**src/rtl/e_alu_iq.sv**
```systemverilog
// Four-entry collapsing ALU issue queue with wakeup bypass and a single output register.
// Slot 0 always holds the oldest instruction; issue picks the oldest entry whose operands are both ready.
module e_alu_iq (
    input  logic        clk,
    input  logic        rst,
    input  logic        flush_i,
    input  logic        dsp_valid_i,
    output logic        dsp_ready_o,
    input  logic [2:0]  dsp_grand_op_i,
    input  logic [2:0]  dsp_op_i,
    input  logic [31:0] dsp_pc_i,
    input  logic        dsp_src0_rdy_i,
    input  logic [5:0]  dsp_src0_tag_i,
    input  logic [31:0] dsp_src0_data_i,
    input  logic        dsp_src1_rdy_i,
    input  logic [5:0]  dsp_src1_tag_i,
    input  logic [31:0] dsp_src1_data_i,
    input  logic [5:0]  dsp_dst_tag_i,
    input  logic        wk_valid_i,
    input  logic [5:0]  wk_tag_i,
    input  logic [31:0] wk_data_i,
    output logic        iss_valid_o,
    input  logic        iss_ready_i,
    output logic [31:0] iss_r0_o,
    output logic [31:0] iss_r1_o,
    output logic [31:0] iss_pc_o,
    output logic [2:0]  iss_grand_op_o,
    output logic [2:0]  iss_op_o,
    output logic [5:0]  iss_dst_tag_o
);

    typedef struct packed {
        logic        valid;
        logic [2:0]  grand_op;
        logic [2:0]  op;
        logic [31:0] pc;
        logic [5:0]  dst_tag;
        logic        src0_rdy;
        logic [5:0]  src0_tag;
        logic [31:0] src0_data;
        logic        src1_rdy;
        logic [5:0]  src1_tag;
        logic [31:0] src1_data;
    } entry_t;

    // Only operands still waiting capture the broadcast; ready ones keep their value.
    function automatic entry_t wake(input entry_t e, input logic wv,
                                    input logic [5:0] wt, input logic [31:0] wd);
        entry_t r;
        r = e;
        if (wv && !r.src0_rdy && (r.src0_tag == wt)) begin
            r.src0_rdy  = 1'b1;
            r.src0_data = wd;
        end
        if (wv && !r.src1_rdy && (r.src1_tag == wt)) begin
            r.src1_rdy  = 1'b1;
            r.src1_data = wd;
        end
        return r;
    endfunction

    entry_t      ent_q [4];
    entry_t      ent_d [4];
    entry_t      woken [5];
    entry_t      dsp_ent;
    logic [3:0]  elig;
    logic [2:0]  occ;
    logic [1:0]  sel_idx;
    logic [1:0]  free_idx;
    logic        has_elig;
    logic        load;
    logic        dsp_fire;

    logic        iss_valid_q, iss_valid_d;
    logic [31:0] iss_r0_q, iss_r0_d;
    logic [31:0] iss_r1_q, iss_r1_d;
    logic [31:0] iss_pc_q, iss_pc_d;
    logic [2:0]  iss_grand_op_q, iss_grand_op_d;
    logic [2:0]  iss_op_q, iss_op_d;
    logic [5:0]  iss_dst_tag_q, iss_dst_tag_d;

    always_comb begin
        occ  = '0;
        elig = '0;
        for (int i = 0; i < 4; i++) begin
            occ     = occ + 3'(ent_q[i].valid);
            elig[i] = ent_q[i].valid && ent_q[i].src0_rdy && ent_q[i].src1_rdy;
        end
        has_elig = |elig;
        sel_idx  = '0;
        for (int i = 3; i >= 0; i--) begin
            if (elig[i]) sel_idx = 2'(i);
        end
    end

    assign dsp_ready_o = (occ < 3'd4);
    assign dsp_fire    = dsp_valid_i && dsp_ready_o;
    assign load        = has_elig && (!iss_valid_q || iss_ready_i);

    // Collapse past the issuing slot first, then append the new instruction behind the survivors.
    always_comb begin
        for (int i = 0; i < 4; i++) begin
            woken[i] = wake(ent_q[i], wk_valid_i, wk_tag_i, wk_data_i);
        end
        woken[4] = '0;

        dsp_ent           = '0;
        dsp_ent.valid     = 1'b1;
        dsp_ent.grand_op  = dsp_grand_op_i;
        dsp_ent.op        = dsp_op_i;
        dsp_ent.pc        = dsp_pc_i;
        dsp_ent.dst_tag   = dsp_dst_tag_i;
        dsp_ent.src0_rdy  = dsp_src0_rdy_i;
        dsp_ent.src0_tag  = dsp_src0_tag_i;
        dsp_ent.src0_data = dsp_src0_data_i;
        dsp_ent.src1_rdy  = dsp_src1_rdy_i;
        dsp_ent.src1_tag  = dsp_src1_tag_i;
        dsp_ent.src1_data = dsp_src1_data_i;
        dsp_ent           = wake(dsp_ent, wk_valid_i, wk_tag_i, wk_data_i);

        for (int i = 0; i < 4; i++) begin
            ent_d[i] = (load && (2'(i) >= sel_idx)) ? woken[i+1] : woken[i];
        end
        free_idx = occ[1:0] - {1'b0, load};
        if (dsp_fire) ent_d[free_idx] = dsp_ent;

        if (flush_i) begin
            for (int i = 0; i < 4; i++) ent_d[i].valid = 1'b0;
        end
    end

    always_comb begin
        iss_valid_d    = iss_valid_q;
        iss_r0_d       = iss_r0_q;
        iss_r1_d       = iss_r1_q;
        iss_pc_d       = iss_pc_q;
        iss_grand_op_d = iss_grand_op_q;
        iss_op_d       = iss_op_q;
        iss_dst_tag_d  = iss_dst_tag_q;
        if (load) begin
            iss_valid_d    = 1'b1;
            iss_r0_d       = ent_q[sel_idx].src0_data;
            iss_r1_d       = ent_q[sel_idx].src1_data;
            iss_pc_d       = ent_q[sel_idx].pc;
            iss_grand_op_d = ent_q[sel_idx].grand_op;
            iss_op_d       = ent_q[sel_idx].op;
            iss_dst_tag_d  = ent_q[sel_idx].dst_tag;
        end else if (iss_ready_i) begin
            iss_valid_d = 1'b0;
        end
        if (flush_i) iss_valid_d = 1'b0;
    end

    always_ff @(posedge clk) begin
        if (rst) begin
            for (int i = 0; i < 4; i++) ent_q[i] <= '0;
            iss_valid_q    <= 1'b0;
            iss_r0_q       <= '0;
            iss_r1_q       <= '0;
            iss_pc_q       <= '0;
            iss_grand_op_q <= '0;
            iss_op_q       <= '0;
            iss_dst_tag_q  <= '0;
        end else begin
            for (int i = 0; i < 4; i++) ent_q[i] <= ent_d[i];
            iss_valid_q    <= iss_valid_d;
            iss_r0_q       <= iss_r0_d;
            iss_r1_q       <= iss_r1_d;
            iss_pc_q       <= iss_pc_d;
            iss_grand_op_q <= iss_grand_op_d;
            iss_op_q       <= iss_op_d;
            iss_dst_tag_q  <= iss_dst_tag_d;
        end
    end

    assign iss_valid_o    = iss_valid_q;
    assign iss_r0_o       = iss_r0_q;
    assign iss_r1_o       = iss_r1_q;
    assign iss_pc_o       = iss_pc_q;
    assign iss_grand_op_o = iss_grand_op_q;
    assign iss_op_o       = iss_op_q;
    assign iss_dst_tag_o  = iss_dst_tag_q;

endmodule

```
**config.mk**
```make
export PLATFORM = sky130hd
export DESIGN_NAME = e_alu_iq
export DESIGN_NICKNAME = d
export VERILOG_FILES = /design/src/rtl/e_alu_iq.sv
export SDC_FILE = /design/constraint.sdc
export NUM_CORES = 2
export LEC_CHECK = 0
export CAP_MARGIN = 20
export CORE_MARGIN = 1
export CORE_UTILIZATION = 40
export DETAILED_ROUTE_END_ITERATION = 8
export PLACE_DENSITY = 0.73
export SKIP_CTS_REPAIR_TIMING = 1
export SYNTH_ARGS = -nofsm -noshare
export SYNTH_HDL_FRONTEND = slang
export SYNTH_SLANG_ARGS = --single-unit
```
**constraint.sdc**
```tcl
create_clock -name clk -period 2.83 [get_ports clk]
set_input_delay 0.283 -clock clk [delete_from_list [all_inputs] [get_ports clk]]
set_output_delay 0.283 -clock clk [all_outputs]
set_load 0.01 [all_outputs]
```
==> impl_metrics.tcl <==
set metrics [dict create \
    outcome "finished with violations" \
    violations "design-rule violations, negative setup slack" \
    min_path_type "input pin to flop" \
    layoutNonFillerInstCount 5406 \
    yosysTopAreaCell "dfxtp_1" \
    worstPathCellList "inv_2 -> fa_1 -> inv_2 -> ha_4 -> inv_2 -> ha_4 -> and3b_2 -> a21o_4 -> nor2_4 -> buf_12 -> buf_16 -> a32oi_1 -> o211ai_1" \
    first_global_vias 33600 \
    cts_sinks 601 \
    slowest_stage "fa_1" \
    post-route-util_pct 51.9 \
    drtAntennaViolNets 0 \
    setup_slack_ns -0.0741 \
    vias 36600 \
    crit_required_ns 3.32 \
    whs_ns 0.0400 \
    finalClockSkew_ns 0.0357 \
    yosys_register_bits 601 \
    grt_pass1_wl_mm 204 \
    ctsRootBufferMaster "clkbuf_16" \
    numCtsBuffers 68 \
    arrival_ns 3.39 \
    place_congestion 0.935 \
    fin_crit_sh_pct 103 \
    drv_slew 0 \
    yosys_warnings 0 \
    synth_area_leaders "dfxtp_1, nand2_1, a21oi_1" \
    pin_count 276 \
    max_cap_viol_count 0 \
    die_w_um 290 \
    core-area_sq_mm 0.0822 \
    port_buffers 275 \
    drive_above_1_share_pct 16.0 \
    die-area_sq_mm 0.0843 \
    worst-path-buf-inv 5 \
    path_class "flop to flop" \
    synthMuxAreaShare_pct 9.19 \
    n_fill_cell 7312 \
    synth_xor_area_share_pct 1.63 \
    synthFlopType "dfxtp_1" \
    ir_drop_v 0.000382 \
    hold_depth 2 \
    synth-simple-area-share_pct 15.4 \
    max_stage_delay_ns 0.54 \
    dpl.hpwl_mm 82.3 \
    place_ws_ns -0.0405 \
    max_slew_margin_pct 21.3 \
    setup_viol 48 \
    syn-num-nets 4262 \
    drt-pass1-iter-count 9 \
    synth_cells 4092 \
    area_growth_pct 28.3 \
    antenna_found_initial 11 \
    p_leak_nw 14.0 \
    cpMostUsedCell "inv_2" \
    finalNetCount 4452 \
    clock_path_buffers 3 \
    synth_top_family_by_area "compound AO/OA/AOI/OAI gates" \
    synthAdderAreaFrac_pct 0.173 \
    rsz0062_at_grt "yes" \
    tightest_slew_ns 1.18 \
    grt_overflow 0 \
    hold_viol 0 \
    vias_per_cell 6.78 \
    placed_cells 5239 \
    ys_types 59 \
    crit_fanout 9 \
    drc_errors 13 \
    synth-compound-area-share_pct 31.5 \
    drt-total-wl_mm 146 \
    cts_tree "done" \
    syn_area_sq_mm 0.0333 \
    post_drt_wl_per_cell_um 27.1 \
    clk_pin_slew_ns 0.06 \
    critPathTopFamily "adder cells" \
    avgSynthCellArea_sq_um 8.13 \
    clk_latency_ns 0.63 \
    worst_r2r_path_depth 13 \
    max_freq_ghz 0.344 \
    crit_path_start_kind "flop" \
    h-tree-depth 3 \
    synth_top_area_share_pct 36.2 \
    min_period_ns 2.90 \
    synth-edff-count 0 \
    power_density_mw_per_mm2 488 \
    grt_usage_pct 30.8 \
    grt_start_max_net_pins 204 \
    first_iter_violations 6342 \
    seq_area_frac_synth_pct 36.2 \
    die_h_um 290 \
    start_util_pct 40.4 \
    ys_async_sr_fraction_pct 0 \
    row_count 105 \
    setup.worst_path.end_class "flop" \
    path_depth 13 \
]
==> cells in the mapped netlist, drive strengths merged (4+ instances only) <==
| master | count |
|---|---|
| o221ai | 73 |
| o211ai | 74 |
| a31oi | 31 |
| a311oi | 168 |
| nand2b | 35 |
| and2 | 34 |
| a21o | 145 |
| mux2i | 148 |
| a2bb2oi | 108 |
| nand2 | 542 |
| a211o | 30 |
| dfxtp | 601 |
| buf | 91 |
| o21ai | 199 |
| a211oi | 34 |
| and4 | 4 |
| and3 | 8 |
| nor2 | 249 |
| xor2 | 15 |
| a21boi | 64 |
| xnor2 | 47 |
| a32oi | 24 |
| nand4 | 7 |
| a21oi | 359 |
| nand3 | 169 |
| o32ai | 131 |
| mux2 | 140 |
| or3 | 4 |
| o22ai | 37 |
| inv | 40 |
| nor2b | 8 |
| nor4 | 5 |
| nor3 | 105 |
| clkbuf | 344 |
==> worst reg2reg max path: cells and delay by family (launching register included) <==
kind            cells  cell delay (ns)
flops               1             0.33
simple gates        2             0.35
fa+ha+maj           3             1.06
compound gates      3             0.57
buf+inv             5             0.50
==> cells by family (layout without fill, tap and decap cells) <==
group / after synthesis / after routing
fa+ha+maj: 4 / 4
xor+xnor: 62 / 62
simple gates: 1178 / 1178
buf+inv: 476 / 713
mux: 288 / 288
flops: 601 / 601
other cells: 0 / 7
compound gates: 1483 / 1483
==> final cells by class <==
cell class	count	area [sq um]	share of cell area [%]
Multi-Input combinational cell	3015	20300	47.5
Clock inverter	18	231	0.543
Antenna cell	7	17.5	0.0411
Inverter	41	154	0.361
Clock buffer	99	2000	4.69
Sequential cell	601	12000	28.2
Tap cell	1070	1340	3.14
Timing Repair Buffer	555	6620	15.5
==> sequential cells by signal (all words and copies together) (netlist names) <==
signal          flops
ent_q             492
iss_dst_tag_o       6
iss_grand_op_o      3
iss_op_o            3
iss_pc_o           32
iss_r0_o           32
iss_r1_o           32
iss_valid_o         1
==> stage by stage <==
stage	setup TNS [ns]	cell area [sq um]	power [mW]
floorplan	-0.0718	33300	10.3
global placement	0	38700	11.4
detailed placement	-0.534	38700	11.4
CTS	-1.64	41000	20.5
global route	-7.10	42700	21.3
finish	-1.10	42700	20.8
==> cell usage in the layout, fill, tap and decap left out, types with 56 or more instances in the layout <==
master	synthesis	final
o32ai_1	129	102
nand3_1	169	163
dfxtp_1	601	598
nor3_1	103	101
a21o_1	145	144
nor2_1	248	241
mux2i_1	148	148
clkdlybuf4s50_1	0	273
nand2_1	542	534
o21ai_0	163	149
a21oi_1	358	354
buf_12	0	89
buf_4	13	145
a311oi_1	168	164
o211ai_1	74	74
a2bb2oi_1	108	108
clkbuf_16	0	93
a21boi_0	56	56
mux2_2	140	140
==> final timing paths <==
path                                                from                  endpoint  slack, ns
worst max-delay path            ent_q[0][122]$_SDFF_PP0_   ent_q[2][59]$_SDFF_PP0_      -0.07
worst min-delay path                                 rst  iss_op_o[1]$_SDFFE_PP0N_       0.04
worst max register to register  ent_q[0][122]$_SDFF_PP0_   ent_q[2][59]$_SDFF_PP0_      -0.07
worst min register to register  iss_r0_o[6]$_SDFFE_PP0N_  iss_r0_o[6]$_SDFFE_PP0N_       0.45
==> where the power goes <==
part           switching [mW]  internal, mW  total [mW]
sequential              0.177          8.73        8.91
clock                    3.84          5.35        9.19
combinational            1.63          1.09        2.72
total                    5.65          15.2        20.8
==> layer usage <==
layer,wire [um],GRT usage (%),vias up
li1,-,-,15600
met5,47,0,-
met2,60900,46.3,3033
met1,54200,39.8,17200
met3,21700,8.50,808
met4,9400,16.8,8
Note: power is estimated with default switching activity, not from simulation.
